## config.mk

```make
export PLATFORM = sky130hd
export DESIGN_NAME = mmio_io_ctrl_flat
export DESIGN_NICKNAME = d
export VERILOG_FILES = /design/src/rtl/mmio_io_ctrl_pkg.sv /design/src/rtl/mmio_io_ctrl_if.sv /design/src/rtl/mmio_io_ctrl_debounce.sv /design/src/rtl/mmio_io_ctrl.sv /design/src/flat_wrapper.sv
export SDC_FILE = /design/constraint.sdc
export NUM_CORES = 1
export LEC_CHECK = 0
export ABC_AREA = 1
export BUFFER_PORTS_ARGS = -buffer_cell sky130_fd_sc_hd__buf_2
export CAP_MARGIN = 20
export CORE_UTILIZATION = 30
export CTS_CLUSTER_DIAMETER = 50
export DETAILED_ROUTE_END_ITERATION = 10
export PLACE_DENSITY = 0.57
export REMOVE_ABC_BUFFERS = 1
export SYNTH_ARGS = -nofsm -noshare
export SYNTH_HDL_FRONTEND = slang
export SYNTH_SLANG_ARGS = --single-unit
```

## constraint.sdc

```tcl
create_clock -name clk -period 1.8 [get_ports clk]
set_clock_uncertainty 0.15 [all_clocks]
set_input_delay 0.36 -clock clk [delete_from_list [all_inputs] [get_ports clk]]
set_output_delay 0.36 -clock clk [all_outputs]
set_load 0.1 [all_outputs]
```

## src/rtl/mmio_io_ctrl_pkg.sv

```systemverilog
// mmio_io_ctrl_pkg
// Shared definitions for the memory-mapped I/O slave:
//   - byte addresses of the six I/O registers
//   - widths of the HEX/LEDR/LEDG/KEY/SW registers
//   - key debounce state encoding
//   - isIoAddr(): exact 32-bit address match against the I/O map
package mmio_io_ctrl_pkg;

  localparam logic [31:0] ADDR_HEX     = 32'hF000_0000;
  localparam logic [31:0] ADDR_LEDR    = 32'hF000_0004;
  localparam logic [31:0] ADDR_LEDG    = 32'hF000_0008;
  localparam logic [31:0] ADDR_KEY     = 32'hF000_0010;
  localparam logic [31:0] ADDR_SW      = 32'hF000_0014;
  localparam logic [31:0] ADDR_KEYEDGE = 32'hF000_0018;

  localparam int HEX_W  = 16;
  localparam int LEDR_W = 10;
  localparam int LEDG_W = 8;
  localparam int KEY_W  = 4;
  localparam int SW_W   = 10;

  typedef enum logic {
    STABLE   = 1'b0,
    CHANGING = 1'b1
  } debState_t;

  function automatic logic isIoAddr(input logic [31:0] a);
    return (a == ADDR_HEX)  || (a == ADDR_LEDR) || (a == ADDR_LEDG) ||
           (a == ADDR_KEY)  || (a == ADDR_SW)   || (a == ADDR_KEYEDGE);
  endfunction

endpackage

```

## src/rtl/mmio_io_ctrl_if.sv

```systemverilog
// mmio_io_ctrl_if
// Memory-stage bus between the pipeline register (master) and the I/O
// slave. The slave answers reads combinationally in the same cycle.
//   addr   byte address            (master -> slave)
//   wrtEn  store enable            (master -> slave)
//   dIn    store data              (master -> slave)
//   dOut   read data, zero-extended (slave -> master)
//   isIo   addr hits the I/O map   (slave -> master)
interface mmio_io_ctrl_if;
  logic [31:0] addr;
  logic        wrtEn;
  logic [31:0] dIn;
  logic [31:0] dOut;
  logic        isIo;

  modport master (output addr, wrtEn, dIn, input dOut, isIo);
  modport slave  (input addr, wrtEn, dIn, output dOut, isIo);
endinterface

```

## src/rtl/mmio_io_ctrl_debounce.sv

```systemverilog
// io_debounce
// One key bit: two-flop synchroniser followed by an optional debouncer.
// Macro MMIO_KEY_DEBOUNCE_EN selects the debouncer; without it the
// synchronised level is used directly and the parameters are unused.
// Ports:
//   clk, reset   clock, synchronous active-low reset
//   rawIn        raw board key (0 = pressed)
//   stableOut    accepted key level (resets to 1 = released)
//   pressPulse   high in the cycle whose clk edge makes stableOut fall
//
// state    | meaning
// ---------+-----------------------------------------------------------
// STABLE   | synchronised input equals accepted level, counter held at 0
// CHANGING | input differs; counting cycles it has held the new level
module io_debounce
  import mmio_io_ctrl_pkg::*;
#(
  parameter int DEBOUNCE_CYCLES = 500000,
  parameter int CNT_BITS        = 20
) (
  input  logic clk,
  input  logic reset,
  input  logic rawIn,
  output logic stableOut,
  output logic pressPulse
);

  logic sync1;
  logic sync2;

  always_ff @(posedge clk) begin
    if (!reset) begin
      sync1 <= 1'b1;
      sync2 <= 1'b1;
    end else begin
      sync1 <= rawIn;
      sync2 <= sync1;
    end
  end

`ifdef MMIO_KEY_DEBOUNCE_EN
  localparam logic [CNT_BITS-1:0] CNT_LAST = CNT_BITS'(DEBOUNCE_CYCLES - 1);

  debState_t            state;
  logic [CNT_BITS-1:0]  count;
  logic                 stable;

  always_ff @(posedge clk) begin
    if (!reset) begin
      state  <= STABLE;
      count  <= '0;
      stable <= 1'b1;
    end else begin
      case (state)
        STABLE: begin
          if (sync2 != stable) begin
            state <= CHANGING;
            count <= CNT_BITS'(1);
          end else begin
            count <= '0;
          end
        end
        CHANGING: begin
          if (sync2 == stable) begin
            state <= STABLE;
            count <= '0;
          end else if (count == CNT_LAST) begin
            stable <= sync2;
            state  <= STABLE;
            count  <= '0;
          end else begin
            count <= count + 1'b1;
          end
        end
        default: begin
          state <= STABLE;
          count <= '0;
        end
      endcase
    end
  end

  assign stableOut = stable;
  // Acceptance of a new low level while the accepted level is still high.
  assign pressPulse = (state == CHANGING) && (sync2 != stable) &&
                      (count == CNT_LAST) && stable;
`else
  assign stableOut  = sync2;
  // sync2 takes sync1 at the next edge, so this flags the falling edge.
  assign pressPulse = sync2 && !sync1;

  // Parameters stay in the port list so both builds share one interface;
  // this check keeps them referenced and elaborates to nothing.
  if ((2 ** CNT_BITS) <= DEBOUNCE_CYCLES) begin : gCntTooNarrow
  end
`endif

endmodule

```

## src/rtl/mmio_io_ctrl.sv

```systemverilog
// mmio_io_ctrl
// Memory-mapped I/O slave in the memory stage. Owns the HEX/LEDR/LEDG
// output registers, synchronises SW, synchronises/debounces KEY and keeps
// sticky key-press flags (write-1-to-clear). Reads are combinational.
// Optional debounce via macro MMIO_KEY_DEBOUNCE_EN.
// Ports:
//   clk, reset   clock, synchronous active-low reset
//   bus          mmio_io_ctrl_if.slave (addr, wrtEn, dIn, dOut, isIo)
//   key[3:0]     raw keys, 0 = pressed
//   sw[9:0]      raw switches
//   hex, ledr, ledg  output registers
module mmio_io_ctrl
  import mmio_io_ctrl_pkg::*;
#(
  parameter int DEBOUNCE_CYCLES = 500000,
  parameter int CNT_BITS        = 20
) (
  input  logic              clk,
  input  logic              reset,
  mmio_io_ctrl_if.slave     bus,
  input  logic [KEY_W-1:0]  key,
  input  logic [SW_W-1:0]   sw,
  output logic [HEX_W-1:0]  hex,
  output logic [LEDR_W-1:0] ledr,
  output logic [LEDG_W-1:0] ledg
);

  logic [SW_W-1:0]  swMeta;
  logic [SW_W-1:0]  swSync;
  logic [KEY_W-1:0] keyStable;
  logic [KEY_W-1:0] keyPress;
  logic [KEY_W-1:0] keyEdge;
  logic [KEY_W-1:0] edgeClr;

  // Only the low bits of store data reach any register.
  wire unusedDinHi = ^bus.dIn[31:HEX_W];

  for (genvar i = 0; i < KEY_W; i++) begin : gKey
    io_debounce #(
      .DEBOUNCE_CYCLES (DEBOUNCE_CYCLES),
      .CNT_BITS        (CNT_BITS)
    ) uDeb (
      .clk        (clk),
      .reset      (reset),
      .rawIn      (key[i]),
      .stableOut  (keyStable[i]),
      .pressPulse (keyPress[i])
    );
  end

  assign edgeClr = (bus.wrtEn && (bus.addr == ADDR_KEYEDGE)) ?
                   bus.dIn[KEY_W-1:0] : '0;

  always_ff @(posedge clk) begin
    if (!reset) begin
      swMeta  <= '0;
      swSync  <= '0;
      hex     <= '0;
      ledr    <= '0;
      ledg    <= '0;
      keyEdge <= '0;
    end else begin
      swMeta <= sw;
      swSync <= swMeta;
      if (bus.wrtEn) begin
        case (bus.addr)
          ADDR_HEX:  hex  <= bus.dIn[HEX_W-1:0];
          ADDR_LEDR: ledr <= bus.dIn[LEDR_W-1:0];
          ADDR_LEDG: ledg <= bus.dIn[LEDG_W-1:0];
          default: ;
        endcase
      end
      // A press in the same cycle as a clear keeps the flag set.
      keyEdge <= (keyEdge & ~edgeClr) | keyPress;
    end
  end

  always_comb begin
    bus.dOut = '0;
    case (bus.addr)
      ADDR_HEX:     bus.dOut = 32'(hex);
      ADDR_LEDR:    bus.dOut = 32'(ledr);
      ADDR_LEDG:    bus.dOut = 32'(ledg);
      ADDR_KEY:     bus.dOut = 32'(keyStable);
      ADDR_SW:      bus.dOut = 32'(swSync);
      ADDR_KEYEDGE: bus.dOut = 32'(keyEdge);
      default:      bus.dOut = '0;
    endcase
  end

  assign bus.isIo = isIoAddr(bus.addr);

endmodule

```

## src/flat_wrapper.sv

```systemverilog
// flat-port wrapper written by rule: the top's interface ports become plain ports
module mmio_io_ctrl_flat import mmio_io_ctrl_pkg::*;
#(
  parameter int DEBOUNCE_CYCLES = 500000,
  parameter int CNT_BITS        = 20
)
  (clk, reset, key, sw, hex, ledr, ledg, bus_addr, bus_wrtEn, bus_dIn, bus_dOut, bus_isIo);
  mmio_io_ctrl_if bus_i ();
  input  logic clk;
  input  logic reset;
  input  logic [KEY_W-1:0] key;
  input  logic [SW_W-1:0] sw;
  output logic [HEX_W-1:0] hex;
  output logic [LEDR_W-1:0] ledr;
  output logic [LEDG_W-1:0] ledg;
  input wire logic [$bits(bus_i.addr)-1:0] bus_addr;
  input wire logic [$bits(bus_i.wrtEn)-1:0] bus_wrtEn;
  input wire logic [$bits(bus_i.dIn)-1:0] bus_dIn;
  output wire logic [$bits(bus_i.dOut)-1:0] bus_dOut;
  output wire logic [$bits(bus_i.isIo)-1:0] bus_isIo;
  assign bus_i.addr = bus_addr;
  assign bus_i.wrtEn = bus_wrtEn;
  assign bus_i.dIn = bus_dIn;
  assign bus_dOut = bus_i.dOut;
  assign bus_isIo = bus_i.isIo;
  mmio_io_ctrl #(.DEBOUNCE_CYCLES(DEBOUNCE_CYCLES), .CNT_BITS(CNT_BITS)) u_core (.clk(clk), .reset(reset), .bus(bus_i), .key(key), .sw(sw), .hex(hex), .ledr(ledr), .ledg(ledg));
endmodule
```

# ---- Yosys cells after proc, flatten, opt, wreduce, memory -nomap -nowiden
# Cells that the tools add are included.
dict set report word_totals {
  register_bits 66
  in_bits 81
  out_inout_bits 67
  word_cells 42
}
dict set report op_classes {
  eq_ne 6
  muxes 2
  n_bitwise 3
  n_reduce_logical 17
}
# op n
set ops {}
lappend ops {{equality test 32 bit (second input constant)} 6}
lappend ops {{one-hot mux 16 bit (6 select lines)} 1}
lappend ops {{AND reduction 2 bit} 3}
lappend ops {{logical AND 1 bit} 5}
lappend ops {{logical OR 1 bit} 5}
lappend ops {{AND 4 bit} 1}
lappend ops {{zero test 1 bit} 4}
lappend ops {{two-way mux 4 bit} 1}
lappend ops {{NOT 4 bit} 1}
lappend ops {{bitwise OR 4 bit} 1}

# ---- Logic depth before layout (Yosys ltp)
dict set report logic_depth {
  depth_word 6
  depth_mapped 12
  mapped_depth_nobuf 12
}

# ---- Cells and area by module
# Synthesis repeated with hierarchy kept, for this count alone.
dict set report hier_totals {
  cells_unflattened 463
  area_unflattened_um2 3175.5
}
# module instances cells_each area_each_um2
set by_module_without_submodules {}
lappend by_module_without_submodules {mmio_io_ctrl 1 431 2925.3}
lappend by_module_without_submodules {io_debounce 4 8 62.6}

# ---- Worst setup path after synthesis
# Ideal clock, no wire load.
dict set report synth_timing {
  path_kind {input port to output port}
  from {input bus_addr[23]}
  to {output bus_dOut[10]}
  t_arrival_ps 2426
  required_time_ps 1290
  path_slack_ps -1136
  path_stages 8
  n_path_buf 1
  cell_sequence {nor2_1 -> nand2_1 -> nor2_1 -> nand2_2 -> nor2_2 -> nand2_1 -> buf_2 -> nor2_1}
}
dict set report synth_via {
  elab_chain_len 2
  word_cells_on_any_way 7
}
# item line_no
set synth_rtl {}
lappend synth_rtl {{start, declared} flat_wrapper.sv:16} ;# input wire logic [$bits(bus_i.addr)-1:0] bus_addr;
lappend synth_rtl {{equality test 32 bit} mmio_io_ctrl.sv:80} ;# case (bus.addr)
lappend synth_rtl {{one-hot mux 16 bit (6 select lines) (*)} mmio_io_ctrl.sv:80}
lappend synth_rtl {{end, declared} flat_wrapper.sv:19} ;# output wire logic [$bits(bus_i.dOut)-1:0] bus_dOut;
# Every way passes the cells marked *; elsewhere a longest branch is shown, timed or not.

# ---- Worst setup path after layout
dict set report layout_timing {
  from {input bus_addr[11]}
  to {output bus_dOut[11]}
}
# Same word-level chain as after synthesis.

==> PnR_summary.wiki <==
{| class="wikitable"
! Metric !! Value
|-
| Clock Root Buffer || sky130_fd_sc_hd__clkbuf_8
|-
| Clock tree from TritonCTS || yes
|-
| Data required, critical path || 1.29 ns
|-
| Count of boundary I/O pins || 148
|-
| Period Utilization, post-route || 1.26
|-
| Count of buffer and inverter cells on the critical path || 4
|-
| Count of filler cells inserted in the layout || 959
|-
| Detailed-router iteration count before antenna repair || 4
|-
| Clock latency of the later-clocked register in the worst-skew pair || roughly 0.34 ns
|-
| Final setup violation count || 17
|-
| Area of placed instances || approximately 4200 µm²
|-
| Most common cell after layout, fill and taps aside || sky130_fd_sc_hd__buf_2
|-
| Number of maximum-capacitance constraint violations || 0
|-
| GP Congestion || 0.814
|-
| Total global routing track utilization || 0.180
|-
| Highest net fanout along the worst path || 6
|-
| Slew Viols, Final || 0
|-
| Remaining global-route overflow || 0
|-
| Top library cells by usage in the layout, fill and taps aside || sky130_fd_sc_hd__buf_2, sky130_fd_sc_hd__nand2_1, sky130_fd_sc_hd__nand3_1
|-
| Endpoint of the worst-slack reg-to-reg timing path || u_core.ledg[0]
|-
| Number of warnings reported in the yosys synthesis log || 0
|-
| Clock-pin slew on the worst setup and hold paths || 0.07 ns
|-
| Crit path arrival time || 1.76 ns
|-
| Total wire length after detailed routing || just under 10 mm
|-
| Count of endpoints failing hold in the final timing report || 0
|-
| Floorplan die area || 10,700 µm²
|-
| Clock buffer count from CTS || 9
|-
| Post-synth EDFFs || 0
|-
| Type of element capturing the critical path || output port
|-
| CTS H-tree depth || 3
|-
| Number of synthesized register bits || 66
|-
| Worst R2R Setup Slack || 1.01 ns
|-
| Pwr dens || 627 nW/µm²
|-
| WS Path Type || input port to output port
|-
| Antenna cell count || 0
|-
| Worst slack at placement || -0.603 ns
|-
| Maximum clock path buffer count || 2
|-
| Final Critical Period || 2.27 ns
|-
| Core Rows || 36
|-
| Synth Area per Inst || 7.02 µm²
|-
| Proportion of register bits with asynchronous set or reset after synthesis || 0
|-
| Initial cell density of the core || 0.313
|-
| Total number of vias || 3,258
|-
| Number of clock sinks seen by CTS || 66
|-
| Die W || around 100 µm
|-
| Vert. Die Dim || 103 µm
|-
| P_leak || 2.40 nW
|-
| Final routed DRC violation total || 0
|-
| Worst hold path stage count || 3
|-
| FF-to-FF path depth || 2
|-
| Slowest Stage Delay on Critical Path || approximately 0.21 ns
|-
| Core Box Area || 9860 µm²
|-
| Distinct cell type count after synthesis || 23
|-
| Layout-stage area growth over the synthesis result || 60.1%
|-
| Vias in the first global route || 3,034
|-
| Worst vdd ir || 0.289 mV
|-
| Hold_sp || sw[5]
|-
| Cell class contributing the biggest share of worst-path delay || simple AND/OR/NAND/NOR gates
|-
| Fmax || 441 MHz
|-
| Fraction of final layout cells sized beyond drive strength 1 || 0.441
|-
| Cell with the most instances on the worst path || sky130_fd_sc_hd__nor2_4
|-
| Hold crit path type || input port to register
|-
| Total power || 3.10 mW
|-
| Post-Syn Instances || 440
|-
| Share of the yosys chip area belonging to registers || 0.428
|-
| Post-DP HPWL || 6.90 mm
|-
| Post-Layout Inst Area || 4940 µm²
|-
| Outcome || finished with violations
|-
| Worst reg2reg path startpoint || u_core.ledg[0]
|-
| Post-route worst setup slack || -0.465 ns
|-
| Nature of the critical path startpoint || input port
|-
| Initial drt markers || 160
|-
| Global-route wire length before repair || 14.5 mm
|-
| Drt via density || 4.46
|-
| Antenna Nets Post-Route || 0
|-
| Slowest cell on the critical path || sky130_fd_sc_hd__nor2_4
|-
| Initial antenna violation count || 0
|-
| Series of cell instances along the critical path || buf_6 > nor2_2 > nand2_2 > nor2_4 > nand2_2 > nor2_4 > nand2_4 > clkbuf_16 > buf_8 > nor2_4 > buf_12
|-
| Most common flop cell mapped by yosys || sky130_fd_sc_hd__dfxtp_1
|-
| Worst Hold End || u_core.swMeta[5]
|-
| Setup repair after global routing missed its margin || true
|-
| Violations in the final reports || negative setup slack
|-
| Quantity of I/O buffers inserted on ports || 115
|-
| Syn Std Cell Area || 3090 µm²
|-
| Number of nets in the layout || roughly 670
|-
| Routed WL per cell || 13.5 µm
|-
| Maximum number of pins on one net before global-route repair || 33
|}
-- layer usage --
metal / vias to the layer above / wire length, µm / track usage
met5: - / 0 / 0
li1: 1651 / - / -
met1: 1470 / 4000 / 0.213
met4: 0 / 88 / 0.0520
met2: 130 / 4860 / 0.315
met3: 7 / 883 / 0.0538
-- logic make-up after synthesis --
| family | Yosys count | synth area share |
|---|---|---|
| AND/OR/NAND/NOR | 234 | 0.358 |
| other | 1 | 0.00121 |
| flip-flops | 66 | 0.428 |
| AO/OA/AOI/OAI | 42 | 0.0689 |
| buffers and inverters | 97 | 0.144 |
-- flip-flops by register name, indices dropped and copies added (netlist names) --
register and cells:
u_core.hex 16, u_core.ledr 10, u_core.swMeta 10, u_core.swSync 10, u_core.ledg 8, u_core.gKey.uDeb.stableOut 4
u_core.gKey.uDeb.sync1 4, u_core.keyEdge 4
-- cells in the mapped netlist (5+ instances only) --
cell                       instances  share of area
sky130_fd_sc_hd__nand2_1         109           0.13
sky130_fd_sc_hd__nand3_1          77           0.12
sky130_fd_sc_hd__dfxtp_1          66           0.43
sky130_fd_sc_hd__inv_1            55          0.067
sky130_fd_sc_hd__a21oi_1          34          0.055
sky130_fd_sc_hd__nor2_1           25          0.030
sky130_fd_sc_hd__buf_4            18          0.044
sky130_fd_sc_hd__clkbuf_1         15          0.018
sky130_fd_sc_hd__nor2_4            5          0.018
sky130_fd_sc_hd__o21ai_1           5         0.0081
-- report_power, final --
part           leakage, nW  total [mW]  switching (mW)  internal [mW]
sequential           0.539        1.51          0.0141           1.50
combinational         1.77       0.405           0.279          0.126
clock               0.0921        1.19           0.556          0.630
-- worst reg2reg max path, stage by stage, from the launching register on --
cell and delay (ns):
sky130_fd_sc_hd__dfxtp_1 0.39, sky130_fd_sc_hd__nand2_1 0.07, sky130_fd_sc_hd__a21oi_1 0.12
-- worst max-delay path by stage --
stage                       from           end  slack (ns)  cells after the start
finish              bus_addr[11]  bus_dOut[11]       -0.47                     11
global route        bus_addr[11]   bus_dOut[2]       -0.58                     12
CTS                 bus_addr[18]   bus_dOut[7]       -0.50                     14
detailed placement  bus_addr[15]   bus_dOut[7]       -0.60                     14
global placement    bus_addr[15]   bus_dOut[7]       -0.58                     14
floorplan           bus_addr[23]  bus_dOut[10]       -1.62                      7
-- metrics by stage --
stage	cells	hold WS, ns	utilization	setup TNS (ns)
2_1_floorplan	417	0.240	-	-24.34
3_3_place_gp	704	0.246	0.429	-12.64
3_5_place_dp	704	0.247	0.429	-14.02
4_1_cts	722	0.0304	0.467	-6.88
5_1_grt	730	0.0394	0.501	-9.31
6_report	730	0.0467	0.501	-7.62
-- what timing repair did --
| action | 4_1_cts | 5_1_grt |
|---|---|---|
| gates cloned | 1 | 1 |
| setup buffers | 2 | 7 |
| endpoints found under the setup margin | 17 | 26 |
| hold endpoints to repair | 0 | 0 |
| pin swaps | 29 | 31 |
| hold buffers | 0 | 0 |
| gates resized for setup | 46 | 69 |
-- area by class of cell --
| class | count | area, µm² | share of cell area |
|---|---|---|---|
| timing repair buffer | 165 | 1400 | 0.283 |
| clock inverter | 5 | 56.3 | 0.0114 |
| clock buffer | 10 | 128 | 0.0258 |
| multi-input combinational | 292 | 1650 | 0.334 |
| inverter | 59 | 224 | 0.0453 |
| sequential | 66 | 1320 | 0.267 |
| tap | 133 | 166 | 0.0337 |
Power figures use the tool's default switching activity.
